==> src/rtl/uart_io.sv <==
// UART serial I/O controller: CPU valid/ready byte ports, 8N1 framing,
// 16-deep (by default) TX and RX FIFOs and sticky line/buffer error flags.
module uart_io #(
  parameter int CLK_PER_BIT = 868,
  parameter int FIFO_AW     = 4
) (
  input  logic       clk,
  input  logic       rstn,
  input  logic       uart_rx,
  output logic       uart_tx,
  output logic [7:0] in_data,
  output logic       in_vld,
  input  logic       in_rdy,
  input  logic [7:0] out_data,
  input  logic       out_vld,
  output logic       out_rdy,
  input  logic       err_clr,
  output logic [4:0] err
);

  localparam int            CW        = $clog2(CLK_PER_BIT);
  localparam int            DEPTH     = 1 << FIFO_AW;
  localparam logic [CW-1:0] BIT_LAST  = CW'(CLK_PER_BIT - 1);
  localparam logic [CW-1:0] HALF_LAST = CW'(CLK_PER_BIT / 2 - 1);

  typedef enum logic [1:0] {T_IDLE, T_START, T_DATA, T_STOP} tx_state_t;
  typedef enum logic [1:0] {R_IDLE, R_START, R_DATA, R_STOP} rx_state_t;

  // ---------------- TX FIFO ----------------
  logic [7:0]       tx_mem [DEPTH];
  logic [FIFO_AW:0] tx_wr;
  logic [FIFO_AW:0] tx_rd;
  logic             tx_empty;
  logic             tx_full;
  logic             tx_push;
  logic             tx_pop;
  tx_state_t        tx_state;

  assign tx_empty = (tx_wr == tx_rd);
  assign tx_full  = (tx_wr[FIFO_AW] != tx_rd[FIFO_AW]) &&
                    (tx_wr[FIFO_AW-1:0] == tx_rd[FIFO_AW-1:0]);
  assign out_rdy  = !tx_full;
  assign tx_push  = out_vld && !tx_full;
  assign tx_pop   = (tx_state == T_IDLE) && !tx_empty;

  always_ff @(posedge clk) begin
    if (tx_push) tx_mem[tx_wr[FIFO_AW-1:0]] <= out_data;
  end

  always_ff @(posedge clk) begin
    if (!rstn) begin
      tx_wr <= '0;
      tx_rd <= '0;
    end else begin
      if (tx_push) tx_wr <= tx_wr + 1'b1;
      if (tx_pop)  tx_rd <= tx_rd + 1'b1;
    end
  end

  // ---------------- TX FSM ----------------
  logic [CW-1:0] tx_cnt;
  logic [2:0]    tx_bit;
  logic [7:0]    tx_shift;

  always_ff @(posedge clk) begin
    if (!rstn) begin
      tx_state <= T_IDLE;
      tx_cnt   <= '0;
      tx_bit   <= '0;
      tx_shift <= '0;
      uart_tx  <= 1'b1;
    end else begin
      case (tx_state)
        T_IDLE: begin
          if (!tx_empty) begin
            tx_shift <= tx_mem[tx_rd[FIFO_AW-1:0]];
            tx_cnt   <= BIT_LAST;
            uart_tx  <= 1'b0;
            tx_state <= T_START;
          end
        end
        T_START: begin
          if (tx_cnt == '0) begin
            uart_tx  <= tx_shift[0];
            tx_shift <= {1'b0, tx_shift[7:1]};
            tx_cnt   <= BIT_LAST;
            tx_bit   <= '0;
            tx_state <= T_DATA;
          end else begin
            tx_cnt <= tx_cnt - 1'b1;
          end
        end
        T_DATA: begin
          if (tx_cnt == '0) begin
            tx_cnt <= BIT_LAST;
            if (tx_bit == 3'd7) begin
              uart_tx  <= 1'b1;
              tx_state <= T_STOP;
            end else begin
              uart_tx  <= tx_shift[0];
              tx_shift <= {1'b0, tx_shift[7:1]};
              tx_bit   <= tx_bit + 1'b1;
            end
          end else begin
            tx_cnt <= tx_cnt - 1'b1;
          end
        end
        T_STOP: begin
          if (tx_cnt == '0) tx_state <= T_IDLE;
          else              tx_cnt   <= tx_cnt - 1'b1;
        end
        default: tx_state <= T_IDLE;
      endcase
    end
  end

  // ---------------- RX synchroniser ----------------
  logic rx_s1;
  logic rx_s2;
  logic rx_prev;

  always_ff @(posedge clk) begin
    if (!rstn) begin
      rx_s1   <= 1'b1;
      rx_s2   <= 1'b1;
      rx_prev <= 1'b1;
    end else begin
      rx_s1   <= uart_rx;
      rx_s2   <= rx_s1;
      rx_prev <= rx_s2;
    end
  end

  // ---------------- RX FIFO ----------------
  logic [7:0]       rx_mem [DEPTH];
  logic [FIFO_AW:0] rx_wr;
  logic [FIFO_AW:0] rx_rd;
  logic             rx_empty;
  logic             rx_full;
  logic             rx_push;
  logic             rx_pop;
  logic [7:0]       rx_shift;

  assign rx_empty = (rx_wr == rx_rd);
  assign rx_full  = (rx_wr[FIFO_AW] != rx_rd[FIFO_AW]) &&
                    (rx_wr[FIFO_AW-1:0] == rx_rd[FIFO_AW-1:0]);
  assign in_vld   = !rx_empty;
  assign rx_pop   = in_vld && in_rdy;
  // Head is masked while empty so in_data reads zero out of reset.
  assign in_data  = rx_empty ? '0 : rx_mem[rx_rd[FIFO_AW-1:0]];

  always_ff @(posedge clk) begin
    if (rx_push) rx_mem[rx_wr[FIFO_AW-1:0]] <= rx_shift;
  end

  always_ff @(posedge clk) begin
    if (!rstn) begin
      rx_wr <= '0;
      rx_rd <= '0;
    end else begin
      if (rx_push) rx_wr <= rx_wr + 1'b1;
      if (rx_pop)  rx_rd <= rx_rd + 1'b1;
    end
  end

  // ---------------- RX FSM ----------------
  rx_state_t     rx_state;
  logic [CW-1:0] rx_cnt;
  logic [2:0]    rx_bit;
  logic          rx_tick;
  logic          stop_hit;
  logic          ev_framing;
  logic          ev_overflow;
  logic          ev_false_start;

  assign rx_tick        = (rx_cnt == '0);
  assign stop_hit       = (rx_state == R_STOP) && rx_tick;
  assign ev_false_start = (rx_state == R_START) && rx_tick && rx_s2;
  assign ev_framing     = stop_hit && !rx_s2;
  // A same-cycle pop frees a slot in a full FIFO, so the byte still lands.
  assign rx_push        = stop_hit && rx_s2 && (!rx_full || rx_pop);
  assign ev_overflow    = stop_hit && rx_s2 && rx_full && !rx_pop;

  always_ff @(posedge clk) begin
    if (!rstn) begin
      rx_state <= R_IDLE;
      rx_cnt   <= '0;
      rx_bit   <= '0;
      rx_shift <= '0;
    end else begin
      case (rx_state)
        R_IDLE: begin
          if (rx_prev && !rx_s2) begin
            rx_cnt   <= HALF_LAST;
            rx_state <= R_START;
          end
        end
        R_START: begin
          if (rx_tick) begin
            if (rx_s2) begin
              rx_state <= R_IDLE;
            end else begin
              rx_cnt   <= BIT_LAST;
              rx_bit   <= '0;
              rx_state <= R_DATA;
            end
          end else begin
            rx_cnt <= rx_cnt - 1'b1;
          end
        end
        R_DATA: begin
          if (rx_tick) begin
            rx_shift <= {rx_s2, rx_shift[7:1]};
            rx_cnt   <= BIT_LAST;
            if (rx_bit == 3'd7) rx_state <= R_STOP;
            else                rx_bit   <= rx_bit + 1'b1;
          end else begin
            rx_cnt <= rx_cnt - 1'b1;
          end
        end
        R_STOP: begin
          if (rx_tick) rx_state <= R_IDLE;
          else         rx_cnt   <= rx_cnt - 1'b1;
        end
        default: rx_state <= R_IDLE;
      endcase
    end
  end

  // ---------------- Sticky errors ----------------
  logic [2:0] err_q;

  always_ff @(posedge clk) begin
    if (!rstn) begin
      err_q <= '0;
    end else begin
      err_q <= (err_q & {3{~err_clr}}) | {ev_false_start, ev_overflow, ev_framing};
    end
  end

  assign err = {2'b00, err_q};

endmodule

==> config.mk <==
export PLATFORM = sky130hd
export DESIGN_NAME = uart_io
export DESIGN_NICKNAME = d
export VERILOG_FILES = /design/src/rtl/uart_io.sv
export SDC_FILE = /design/constraint.sdc
export NUM_CORES = 1
export LEC_CHECK = 0
export ABC_AREA = 1
export BUFFER_PORTS_ARGS = -buffer_cell sky130_fd_sc_hd__buf_2
export CORE_MARGIN = 2
export CORE_UTILIZATION = 50
export CTS_CLUSTER_DIAMETER = 60
export DETAILED_ROUTE_END_ITERATION = 8
export HOLD_SLACK_MARGIN = 0.12
export PLACE_DENSITY = 0.66
export SETUP_SLACK_MARGIN = 0.3
export SLEW_MARGIN = 20
export SYNTH_ARGS = -nofsm -noshare
export SYNTH_HDL_FRONTEND = slang
export SYNTH_SLANG_ARGS = --single-unit
==> constraint.sdc <==
create_clock -name clk -period 2.4 [get_ports clk]
set_input_delay 0.24 -clock clk [delete_from_list [all_inputs] [get_ports clk]]
set_output_delay 0.24 -clock clk [all_outputs]
set_load 0.1 [all_outputs]
==> reports/metrics.cfg <==
[outcome]
status=completed

[power]
power_mw=17.9
p_per_area_mw_per_mm2=1010
ir_drop_mv=0.652
p_leak_nw=6.86

[worst_setup_path]
worstPathCellList=buf_12 -> a21oi_1 -> o21ai_0 -> nand3_1 -> a21oi_2 -> a211oi_4 -> buf_12
slowest_delay_ns=0.41
cpMostUsedCell=buf_12
worstReg2RegEnd=rx_mem[14][1]$_DFFE_PP_
endpoint_kind=output pin
critPathLaunchType=flop
reg2reg_depth=11
cp.arrival_ns=2.09
crit_family=compound AO/OA/AOI/OAI gates
required_ns=2.16
path_buf_inv=2
path_max_fanout=33
slowest_stage=dfxtp_4
path_class=reg2out
timing.rr.start=rx_cnt[0]$_SDFFE_PN0P_
rrSetupSlack_ns=0.41

[logic_synthesis]
ys_ff_latch=337
yosys_warnings=0
ys_types=42
synthArstFlopShare_pct=0
syn_area_mm2=0.0150
synth_edf_count=256
seq_area_frac_synth_pct=61.9
synthFlopType=edfxtp_1
avgSynthCellArea_um2=9.88
syn_inst=1521

[final_layout]
final_common_cell=nand2_1
regArea_mm2=0.00934
n_fill_cell=2470
final_area_mm2=0.0177
layout_common_cells=298 x nand2_1, 256 x edfxtp_1, 174 x inv_1, 149 x nand3_1, 85 x a21oi_1
nNetsFinal=1604
n_antenna_cell=0
multiInputGateArea_mm2=0.00522
fin_util_pct=59.7
drive_gt1_share_pct=16.7
area_growth_syn_to_layout_pct=17.6

[cts]
cts_max_level=2
clk_latency_ns=0.52
numCtsBuffers=37
clk_pin_slew_worst_paths_ns=0.07
clock_sinks=337
cts_tree=yes
cts-root-buf=clkbuf_16
cts_buffer_depth=3

[floorplan]
start_util_pct=50.7
ios=30
die_w_um=177
dieArea_mm2=0.0315
die_y_um=177
num_rows=63
core_area_mm2=0.0296

[global_routing]
gr-usage-all-layers_pct=22.2
grt_max_degree=66
grt-ovfl-total=0
antenna_found_initial=0
grt_pass1_wl_um=54400
grt_pass1_vias=10200

[detailed_routing]
route.detailed.drc=0
routed_wl_um=34600
drt_iter0_drc=1056
ant_nets=0
wl_per_cell_um=17.5
via_per_inst=5.40
dr.pass1.iters=6
vias=10700

[hold_path]
hold-path-endpoint=tx_mem[6][7]$_DFFE_PP_
hold_class=in2reg
hp-start=out_data[7]
worstHoldPathCells=1

[sta]
worstMarginPinSlew_ns=0.885
setup_ws_ns=0.0706
rsz0062_at_grt=yes
clock_skew_ns=0.0271
setup_violations=0
maxSlewHeadroom_pct=40.9
report.final.hold_viol_count=0
period_share_pct=97.1
tns_ns=0
finalCriticalPeriod_ns=2.33
drv_slew=0
fmax_ghz=0.429

[placed_design]
gp_congestion=0.860
post-place-ws_ns=0.0758
portBuffers=27
place_hpwl_um=22000
place_area_mm2=0.0160

[run]
cap_violations=0

[worst register-to-register path, delay by kind of cell, from the launching register on]
family | cells | cell delay (ns)
adder cells (fa/ha/maj) | 1 | 0.14
flip-flops | 1 | 0.33
AND/OR/NAND/NOR | 7 | 0.88
buffers and inverters | 3 | 0.33
[registers in the layout, summed over array words and instances, names as in the netlist, 3 cells and up, named ones only]
name / cells
err_q: 3
rx_bit: 3
rx_cnt: 10
rx_mem: 128
rx_rd: 5
rx_shift: 8
rx_wr: 5
tx_bit: 3
tx_cnt: 10
tx_mem: 128
tx_rd: 5
tx_shift: 8
tx_wr: 5
[report_power, final]
part	leakage, nW	switching [mW]	internal [mW]
logic	3.30	3.74	1.87
clock network	0.571	2.28	3.13
registers	2.99	0.331	6.59
[what timing repair did]
action,in CTS,in global routing
endpoints found under the setup margin,178,217
buffers inserted,5,0
hold buffers,4,0
gates cloned,2,2
hold endpoints to repair,7,0
pin swaps,11,14
resized for setup,49,48
[cells in the mapped netlist, types with 10 or more instances]
cell / instances / area share (%)
nand2_1: 304 / 7.6
edfxtp_1: 256 / 51
inv_1: 177 / 4.4
nand3_1: 150 / 5.0
nor2_1: 111 / 2.8
a21oi_1: 101 / 3.4
dfxtp_1: 81 / 11
o21ai_0: 81 / 2.7
clkbuf_1: 33 / 0.82
ha_1: 27 / 2.2
o211ai_1: 27 / 1.3
buf_2: 24 / 0.80
nor3_1: 16 / 0.53
o21ai_1: 16 / 0.53
xor2_1: 16 / 0.93
inv_2: 13 / 0.32
a211oi_1: 11 / 0.55
or2_2: 10 / 0.42
[metal layers]
layer  track usage (%)  vias to the layer above  share of wire, %
li1                  -                     5198                 -
met1              31.5                     5136                45
met2              35.7                      311                47
met3              3.28                       57               6.1
met4              6.01                        0               2.0
met5                 0                        -                 0
[worst max path at each step]
stage	from	to	slack, ns	depth (start not counted)
floorplan	rx_wr[2]$_SDFFE_PN0P_	in_data[0]	-0.10	6
global placement	rx_cnt[0]$_SDFFE_PN0P_	rx_mem[2][6]$_DFFE_PP_	0.13	10
detailed placement	rx_cnt[0]$_SDFFE_PN0P_	rx_mem[2][4]$_DFFE_PP_	0.08	10
CTS	flop	in_data[4]	0.07	7
global route	flop	in_data[4]	0.02	6
finish	flop	in_data[2]	0.07	7
[cell families after synthesis]
kind of cell / after synthesis / synth area share (%)
and+or+nand+nor: 635 / 19.0
DFF: 337 / 61.9
buffers and inverters: 257 / 6.68
AOI/OAI and AO/OA: 242 / 8.81
adders and majority gates: 27 / 2.25
xor gates and xnor gates: 22 / 1.28
other: 1 / 0.0249
[per-stage QoR]
step           hold WS [ns]  instances
2_1_floorplan         0.339       1522
3_3_place_gp          0.398       1901
3_5_place_dp          0.412       1901
4_1_cts               0.124       1979
5_1_grt               0.146       1981
6_report              0.128       1981
[cell type report]
cell class                 instances  share of cell area [%]
sequential                       337                    52.8
clock buffer                      46                    5.72
tap                              390                    2.76
multi-input combinational        928                    29.5
clock inverter                    21                   0.877
timing repair buffer              66                    4.19
inverter                         193                    4.13
No activity file was read; power rests on OpenSTA's default activity.
